$ cat config.mk
export PLATFORM = sky130hd
export DESIGN_NAME = rx_stream_width_packer
export DESIGN_NICKNAME = d
export VERILOG_FILES = /design/src/rtl/rx_stream_width_packer.sv
export SDC_FILE = /design/constraint.sdc
export NUM_CORES = 1
export LEC_CHECK = 0
export BUFFER_PORTS_ARGS = -buffer_cell sky130_fd_sc_hd__buf_4
export CAP_MARGIN = 20
export CORE_UTILIZATION = 59
export CTS_BUF_LIST = sky130_fd_sc_hd__clkbuf_16
export DETAILED_ROUTE_END_ITERATION = 8
export PLACE_DENSITY = 0.78
export SLEW_MARGIN = 20
export SYNTH_ARGS = -nofsm -noshare
export SYNTH_HDL_FRONTEND = slang
export SYNTH_SLANG_ARGS = --single-unit
$ cat constraint.sdc
create_clock -name i_clk -period 3.5 [get_ports i_clk]
set_input_delay 0.35 -clock i_clk [delete_from_list [all_inputs] [get_ports i_clk]]
set_output_delay 0.35 -clock i_clk [all_outputs]
set_load 0.02 [all_outputs]
$ cat src/rtl/rx_stream_width_packer.sv
// rx_stream_width_packer: packs narrow RX beats into wide words through a small output FIFO,
// with optional preamble/SFD stripping, link-drop truncation and CRC flagging.
// Optional frame timestamp interrupt/sequence logic is enabled by defining RX_PACK_TS_IRQ_EN.
module rx_stream_width_packer #(
    parameter int IN_DATA_WIDTH  = 8,
    parameter int PACK_RATIO     = 4,
    parameter int OUT_DATA_WIDTH = IN_DATA_WIDTH * PACK_RATIO,
    parameter int FIFO_DEPTH     = 4
) (
    input  logic                        i_clk,
    input  logic                        i_rst,
    input  logic                        i_port_link,
    input  logic [1:0]                  i_port_speed,
    input  logic                        i_filter_preamble,
    input  logic [IN_DATA_WIDTH-1:0]    i_data,
    input  logic [IN_DATA_WIDTH/8-1:0]  i_keep,
    input  logic                        i_valid,
    output logic                        o_ready,
    input  logic                        i_last,
    input  logic                        i_crc_err,
    output logic                        o_time_irq,
    output logic [7:0]                  o_frame_seq,
    output logic [7:0]                  o_ts_addr,
    output logic                        o_port_link,
    output logic [1:0]                  o_port_speed,
    output logic [OUT_DATA_WIDTH:0]     o_data,
    output logic [OUT_DATA_WIDTH/8-1:0] o_keep,
    output logic                        o_valid,
    input  logic                        i_ready,
    output logic                        o_last
);
    localparam int IKW = IN_DATA_WIDTH / 8;
    localparam int OKW = OUT_DATA_WIDTH / 8;
    localparam int LW  = PACK_RATIO > 1 ? $clog2(PACK_RATIO) : 1;
    localparam int AW  = $clog2(FIFO_DEPTH);
    localparam int CW  = AW + 1;
    localparam bit FILT_OK = IN_DATA_WIDTH == 8;

    typedef enum logic [1:0] {IDLE, PREAMBLE, PAYLOAD, DROP} state_t;

    state_t                    state, state_nx;
    logic [2:0]                pre_cnt;
    logic [LW-1:0]             lane;
    logic [OUT_DATA_WIDTH-1:0] acc_data, word_data;
    logic [OKW-1:0]            acc_keep, word_keep;
    logic                      accept, filt, pre_done, pack, push_beat, drop_push, push, push_ok, pop;
    logic [OUT_DATA_WIDTH:0]   push_data;
    logic [OKW-1:0]            push_keep;
    logic                      push_last;
    logic [OUT_DATA_WIDTH:0]   mem_data [FIFO_DEPTH];
    logic [OKW-1:0]            mem_keep [FIFO_DEPTH];
    logic [FIFO_DEPTH-1:0]     mem_last;
    logic [AW-1:0]             wr_ptr, rd_ptr;
    logic [CW-1:0]             count;

    assign filt     = i_filter_preamble && FILT_OK;
    assign pre_done = i_data[7:0] == 8'hD5 || (state == PREAMBLE && pre_cnt == 3'd7);

    // FSM state register
    always_ff @(posedge i_clk or negedge i_rst) begin
        if (!i_rst) state <= IDLE;
        else        state <= state_nx;
    end

    // FSM next state; the IDLE beat of a filtered frame counts as the first preamble byte
    always_comb begin
        state_nx = state;
        case (state)
            IDLE:     if (accept && i_port_link && !i_last) state_nx = (filt && !pre_done) ? PREAMBLE : PAYLOAD;
            PREAMBLE: if (accept) state_nx = i_last ? IDLE : pre_done ? PAYLOAD : PREAMBLE;
            PAYLOAD:  state_nx = !i_port_link ? ((accept && i_last) ? IDLE : DROP) : (accept && i_last) ? IDLE : PAYLOAD;
            DROP:     if (accept && i_last) state_nx = IDLE;
            default:  state_nx = IDLE;
        endcase
    end

    // FSM outputs: handshake, lane merge and FIFO push word
    always_comb begin
        o_ready   = i_rst && (state == DROP || count < CW'(FIFO_DEPTH - 1));
        accept    = i_valid && o_ready;
        pack      = accept && i_port_link && ((state == IDLE && !filt) || state == PAYLOAD);
        word_data = acc_data;
        word_keep = acc_keep;
        for (int k = 0; k < PACK_RATIO; k++) begin
            if (lane == LW'(k)) begin
                word_data[k*IN_DATA_WIDTH +: IN_DATA_WIDTH] = i_data;
                word_keep[k*IKW +: IKW]                     = i_keep;
            end
        end
        push_beat = pack && (lane == LW'(PACK_RATIO - 1) || i_last);
        drop_push = state == PAYLOAD && !i_port_link && lane != '0;
        push      = push_beat || drop_push;
        push_data = drop_push ? {1'b1, acc_data} : {i_last && i_crc_err, word_data};
        push_keep = drop_push ? acc_keep : word_keep;
        push_last = drop_push || i_last;
    end

    // preamble byte counter, restarted from every IDLE cycle
    always_ff @(posedge i_clk or negedge i_rst) begin
        if (!i_rst) pre_cnt <= '0;
        else        pre_cnt <= state == PREAMBLE ? pre_cnt + 3'(accept) : 3'(accept);
    end

    // partial word accumulator; a push always leaves it empty at lane 0
    always_ff @(posedge i_clk or negedge i_rst) begin
        if (!i_rst) begin
            lane     <= '0;
            acc_data <= '0;
            acc_keep <= '0;
        end else if (push) begin
            lane     <= '0;
            acc_data <= '0;
            acc_keep <= '0;
        end else if (pack) begin
            lane     <= lane + LW'(1);
            acc_data <= word_data;
            acc_keep <= word_keep;
        end
    end

    assign pop     = o_valid && i_ready;
    assign push_ok = push && (count != CW'(FIFO_DEPTH) || pop);

    // FIFO pointers and occupancy
    always_ff @(posedge i_clk or negedge i_rst) begin
        if (!i_rst) begin
            wr_ptr <= '0;
            rd_ptr <= '0;
            count  <= '0;
        end else begin
            if (push_ok) wr_ptr <= wr_ptr + AW'(1);
            if (pop)     rd_ptr <= rd_ptr + AW'(1);
            count <= count + CW'(push_ok) - CW'(pop);
        end
    end

    // FIFO storage, no reset needed since reads are gated by occupancy
    always_ff @(posedge i_clk) begin
        if (push_ok) begin
            mem_data[wr_ptr] <= push_data;
            mem_keep[wr_ptr] <= push_keep;
            mem_last[wr_ptr] <= push_last;
        end
    end

    assign o_valid = count != '0;
    assign o_data  = o_valid ? mem_data[rd_ptr] : '0;
    assign o_keep  = o_valid ? mem_keep[rd_ptr] : '0;
    assign o_last  = o_valid && mem_last[rd_ptr];

    // registered port status
    always_ff @(posedge i_clk or negedge i_rst) begin
        if (!i_rst) begin
            o_port_link  <= 1'b0;
            o_port_speed <= '0;
        end else begin
            o_port_link  <= i_port_link;
            o_port_speed <= i_port_speed;
        end
    end

`ifdef RX_PACK_TS_IRQ_EN
    logic sof_pend, sof_now, first_beat;

    assign sof_now    = state == IDLE || sof_pend;
    assign first_beat = pack && sof_now;

    // timestamp pulse and frame sequence on the first packed beat of each frame
    always_ff @(posedge i_clk or negedge i_rst) begin
        if (!i_rst) begin
            sof_pend    <= 1'b0;
            o_time_irq  <= 1'b0;
            o_frame_seq <= '0;
            o_ts_addr   <= '0;
        end else begin
            sof_pend   <= sof_now && !pack;
            o_time_irq <= first_beat;
            if (first_beat) begin
                o_frame_seq <= o_frame_seq + 8'd1;
                o_ts_addr   <= o_frame_seq;
            end
        end
    end
`else
    assign o_time_irq  = 1'b0;
    assign o_frame_seq = '0;
    assign o_ts_addr   = '0;
`endif
endmodule
# --- Word-level counts from Yosys, hierarchy flattened ---
# Memory sizes are Yosys's and may differ from the RTL's.
# Index checks and enable logic that the tools add are counted.
word_totals:
  reg_bits: 57
  mem_bits_rw: 148
  inputBits: 19
  output_inout_bits: 60
  n_memories: 2
classes:
  n_addsub: 6
  order_cmp: 4
  n_eq_ne: 12
  muxes: 36
  n_reduce_logical: 34
memory_table:
  columns: ["name", "depth", "width", "read_ports", "rd_ports_with_merged_regs", "write_ports", "line_no", "source"]
  rows:
  - ["mem_data", 4, 33, 1, 0, 1, "50", "logic [OUT_DATA_WIDTH:0] mem_data [FIFO_DEPTH];"]
  - ["mem_keep", 4, 4, 1, 0, 1, "51", "logic [OKW-1:0] mem_keep [FIFO_DEPTH];"]
op_table:
  columns: ["op", "count"]
  rows:
  - ["two-way mux 33 bit", 2]
  - ["two-way mux 32 bit", 2]
  - ["two-way mux 8 bit", 4]
  - ["two-way mux 2 bit", 11]
  - ["logical AND 1 bit", 17]
  - ["two-way mux 4 bit", 4]
  - ["equality test 2 bit (second input constant)", 4]
  - ["equality test 8 bit (second input constant)", 1]
  - ["two-way mux 1 bit", 8]
  - ["one-hot mux 2 bit (4 select lines)", 1]
  - ["logical OR 1 bit", 7]
  - ["adder 2 x 1 -> 2 bit (second input constant)", 3]
  - ["adder 3 x 1 -> 3 bit", 2]
  - ["less-than comparator 2 x 3 -> 1 bit (second input constant)", 2]
  - ["inequality test 2 bit (second input constant)", 3]
  - ["bitwise mux 4 bit", 1]
  - ["equality test 2 x 1 -> 1 bit (second input constant)", 2]
  - ["zero test 1 bit", 4]
  - ["zero test 2 bit", 2]
  - ["nonzero test 2 bit", 2]
  - ["equality test 3 bit (second input constant)", 1]
  - ["less-than comparator 3 x 2 -> 1 bit (second input constant)", 1]
  - ["two-way mux 3 bit", 1]
  - ["inequality test 3 bit (second input constant)", 1]
  - ["6 further kinds", 6]

# --- Longest topological paths before layout ---
depth:
  word_depth: 11
  mapped_depth: 9

# --- Worst setup path after synthesis ---
# OpenSTA, ideal clock, no wires.
synth_path:
  kind: "reg-to-reg"
  start: "register lane[0]"
  end: "memory mem_data[0][0] (netlist name) (enable)"
  setup_ps: 399
  t_arrival_ps: 2393
  required_time_ps: 3101
  setup_slack_ps: 708
  stages_incl_launch_ff: 7
  path_buffers: 0
  period_less_slack_ps: 2792
  cell_sequence: "dfrtp_1 inv_1 ha_1 nor4b_4 a41oi_2 nor2_2 and2_1"
synth_between:
  elab_chain_cells: 7
  elab_cells_between_ends: 9
  cone_classes: "eq/ne: 1; mux: 2; reduce/logical: 6"
synth_lines:
  columns: ["item", "line_no", "source"]
  rows:
  - ["from (decl)", "43", "logic [LW-1:0] lane;"]
  - ["from (signal assigned)", "115", "lane <= lane + LW'(1);"]
  - ["equality test 2 bit", "90", "push_beat = pack && (lane == LW'(PACK_RATIO - 1) || i_last);"]
  - ["logical OR 1 bit", "90", null]
  - ["logical AND 1 bit", "90", null]
  - ["logical OR 1 bit (*)", "92", "push = push_beat || drop_push;"]
  - ["logical AND 1 bit (*)", "122", "assign push_ok = push && (count != CW'(FIFO_DEPTH) || pop);"]
  - ["via push_ok", "46", "logic accept, filt, pre_done, pack, push_beat, drop_push, push, push_ok, pop;"]
  - ["two-way mux 1 bit (*)", "139", "if (push_ok) begin"]
  - ["two-way mux 1 bit (implied by the code) (*)", "140", "mem_data[wr_ptr] <= push_data;"]
  - ["to (decl)", "50", null]
# Mark *: on every way through the listed nets, which the timed path passes. The rest lies on a longest branch.

# --- Worst setup path after layout ---
layout_path:
  start: "register lane[0]"
  end: "memory mem_data[3][8] (netlist name) (enable)"
# The elaborated chain is that of the path after synthesis.

==> flow_metrics.py <==
metrics = {
    "status": {
        "status": "finished clean",
    },
    "drt": {
        "wire_per_inst_um": 22.3,
        "drc": 0,
        "vias": 4682,
        "wirelength_um": 17100,
        "vias_per_cell": 6.10,
        "dr.pass1.iters": 5,
        "postRouteAntennaNets": 0,
        "drt_iter0_drc": 462,
    },
    "global_route": {
        "grt_pass1_vias": 4841,
        "grt_usage": 0.242,
        "antenna_found_initial": 0,
        "grt_start_max_net_pins": 56,
        "grt_overflow": 0,
        "grt_pass1_wl_um": 26700,
    },
    "floorplanning": {
        "ios": 79,
        "die_area_um2": 15200,
        "start_util": 0.616,
        "die_y_um": 123,
        "die_w_um": 123,
        "rows": 43,
        "core_um2": 14100,
    },
    "pwr": {
        "power_frac_seq": 0.392,
        "comb_power_share": 0.348,
        "power.static_leakage_uw": 0.00380,
        "p_sw_uw": 2480,
        "p_sw_frac": 0.312,
        "p_int_uw": 5470,
        "power_density_nw_per_um2": 798,
        "vdd_drop_max_uv": 518,
        "clkPwrFrac": 0.260,
    },
    "hold_path": {
        "hp-class": "in2async",
    },
    "worst_setup_path": {
        "critical_path_required_ns": 3.68,
        "ff2ff_setup_slack_ns": 0.48,
        "r2r-start": "lane[0]",
        "endpoint_kind": "flip-flop",
        "path_class": "reg2reg",
        "crit_arrival_ns": 3.20,
        "critPathLaunch": "lane[0]",
        "crit_fanout": 16,
        "start_kind": "flip-flop",
    },
    "cells_and_area": {
        "diodes": 0,
        "nets": 606,
        "utilization": 0.708,
        "final_area_um2": 9980,
        "nFillCells": 892,
        "drive_above_1_share": 0.319,
        "syn_to_final_growth_pct": 15.0,
    },
    "sta": {
        "fin_crit_ns": 3.02,
        "finalMaxSlewViolations": 0,
        "skew_ns": 0.00738,
        "setup_viol": 0,
        "worst_pin_slew_ns": 0.892,
        "fin_setup_tns_ns": 0,
        "hold_viol": 0,
        "fmax_mhz": 331,
        "finalCritPeriodShare": 0.864,
        "timing.slew.headroom": 0.403,
        "rsz0062_at_grt": "false",
    },
    "synthesis": {
        "synth_edf_count": 152,
        "synth_cell_types": 44,
        "ys_ff_latch": 205,
        "yosys_most_used_dff": "edfxtp_1",
        "syn_area_per_cell_um2": 17.4,
        "ys_warn_count": 0,
        "async_flop_share": 0.259,
        "syn_area_um2": 8680,
        "syn_inst": 499,
        "synth_seq_area_share": 0.679,
    },
    "placed_design": {
        "io_buffers": 61,
        "hpwl_um": 10200,
        "dpl_cell_area_um2": 9320,
        "gp_congestion": 0.794,
    },
    "clocking": {
        "clock_latency_ns": 0.48,
        "numCtsBuffers": 20,
        "clk_pin_slew_ns": 0.06,
        "clock_path_buffers": 3,
        "cts_sinks": 205,
        "cts_tree": "built",
        "clock-root-buffer": "clkbuf_16",
        "cts.htree.levels": 1,
    },
    "run": {
        "drv_cap": 0,
    },
}
## layer usage
layer  share of wire  global-route usage
met5               0                   0
met4           0.020              0.0783
met3           0.070              0.0332
met2            0.50               0.406
met1            0.41               0.329
## layout make-up
| cell class | instances | area, um^2 | area share |
|---|---|---|---|
| clock inverters | 15 | 110 | 0.0110 |
| flip-flops and latches | 205 | 5890 | 0.590 |
| inverters | 10 | 37.5 | 0.00376 |
| clock buffers | 21 | 526 | 0.0527 |
| multi-input cells | 262 | 2580 | 0.258 |
| well taps | 180 | 225 | 0.0226 |
| repair buffers | 74 | 611 | 0.0612 |
## synth_stat cells, types with 4 or more instances
cell type  number  area share
edfxtp_1      152        0.53
nor2b_1         4      0.0029
mux4_2         38       0.099
nand3_1        11      0.0063
clkbuf_1       10      0.0043
inv_1          10      0.0043
a32o_1          5      0.0058
ha_1           13       0.019
mux2_2         37       0.048
buf_4          17       0.015
dfrtp_1        53        0.15
a22o_1         16       0.016
and2_1         55       0.040
nand2_1        19      0.0082
buf_2           7      0.0040
o21ai_0         9      0.0052
## path summary, 6_finish.rpt
check                                   to  depth (start not counted)
hold reg to reg               acc_data[29]                          1
min in group i_clk             o_port_link                          1
hold / removal             o_port_speed[1]                          2
setup reg to reg            mem_data[3][8]                          7
setup / recovery            mem_data[3][8]                          7
max in group asynchronous        rd_ptr[0]                          2
## worst max-delay path, cell delays in order (launching register included)
cell	delay (ns)
dfrtp_1	0.39
inv_1	0.09
ha_1	0.39
nor4b_4	0.49
a41oi_2	0.19
nor2_2	0.33
and2_2	0.50
buf_4	0.31
## timing repair
item | in CTS | in global routing
setup endpoints to repair | 0 | 0
resized for setup | 0 | 0
setup buffers | 0 | 0
hold buffers | 2 | 0
hold endpoints to repair | 2 | 0
## flip-flops by register name, indices dropped and copies added, names as in the netlist
| register | cells |
|---|---|
| o_port_link | 1 |
| acc_data | 32 |
| lane | 2 |
| count | 3 |
| o_port_speed | 2 |
| state | 2 |
| rd_ptr | 2 |
| pre_cnt | 3 |
| wr_ptr | 2 |
| mem_last | 4 |
| mem_keep | 16 |
| acc_keep | 4 |
| mem_data | 132 |
## per-stage QoR
step	std cells	setup WS (ns)	power (uW)	hold WS (ns)
detailed placement	729	0.451	5930	0.460
global placement	729	0.599	5840	0.457
CTS	767	0.446	8030	0.0213
finish	767	0.478	7960	0.0219
floorplan	515	0.708	5000	0.0544
global route	767	0.233	8320	0.0249
## power groups by stage
stage	Clock, uW	Combinational, uW	Sequential (uW)
after detailed placement	0	2760	3170
after global placement	0	2690	3160
after floorplan	0	1930	3070
final	2070	2770	3120
after global routing	2180	2990	3150
after CTS	2100	2800	3130
## logic make-up (layout without fill, tap and decap cells)
logic type,after synthesis,after routing,synth area share
flip-flops,205,205,0.679
XOR/XNOR,5,5,0.00505
other,1,17,0.000432
AND/OR/NAND/NOR,107,107,0.0750
AO/OA/AOI/OAI,43,43,0.0401
adder cells (fa/ha/maj),14,14,0.0210
multiplexers,76,76,0.148
buffers and inverters,48,120,0.0319
## placed cells by master, fill, tap and decap left out, drive strengths merged, types with 9 or more instances in the layout
cell type  count
a22o          16
buf           72
conb          17
inv           17
dfrtp         53
edfxtp       152
o21ai          9
clkbuf        21
ha            13
and2          55
mux4          38
nand3         11
mux2          38
nand2         19
Note: power is estimated with default switching activity, not from simulation.
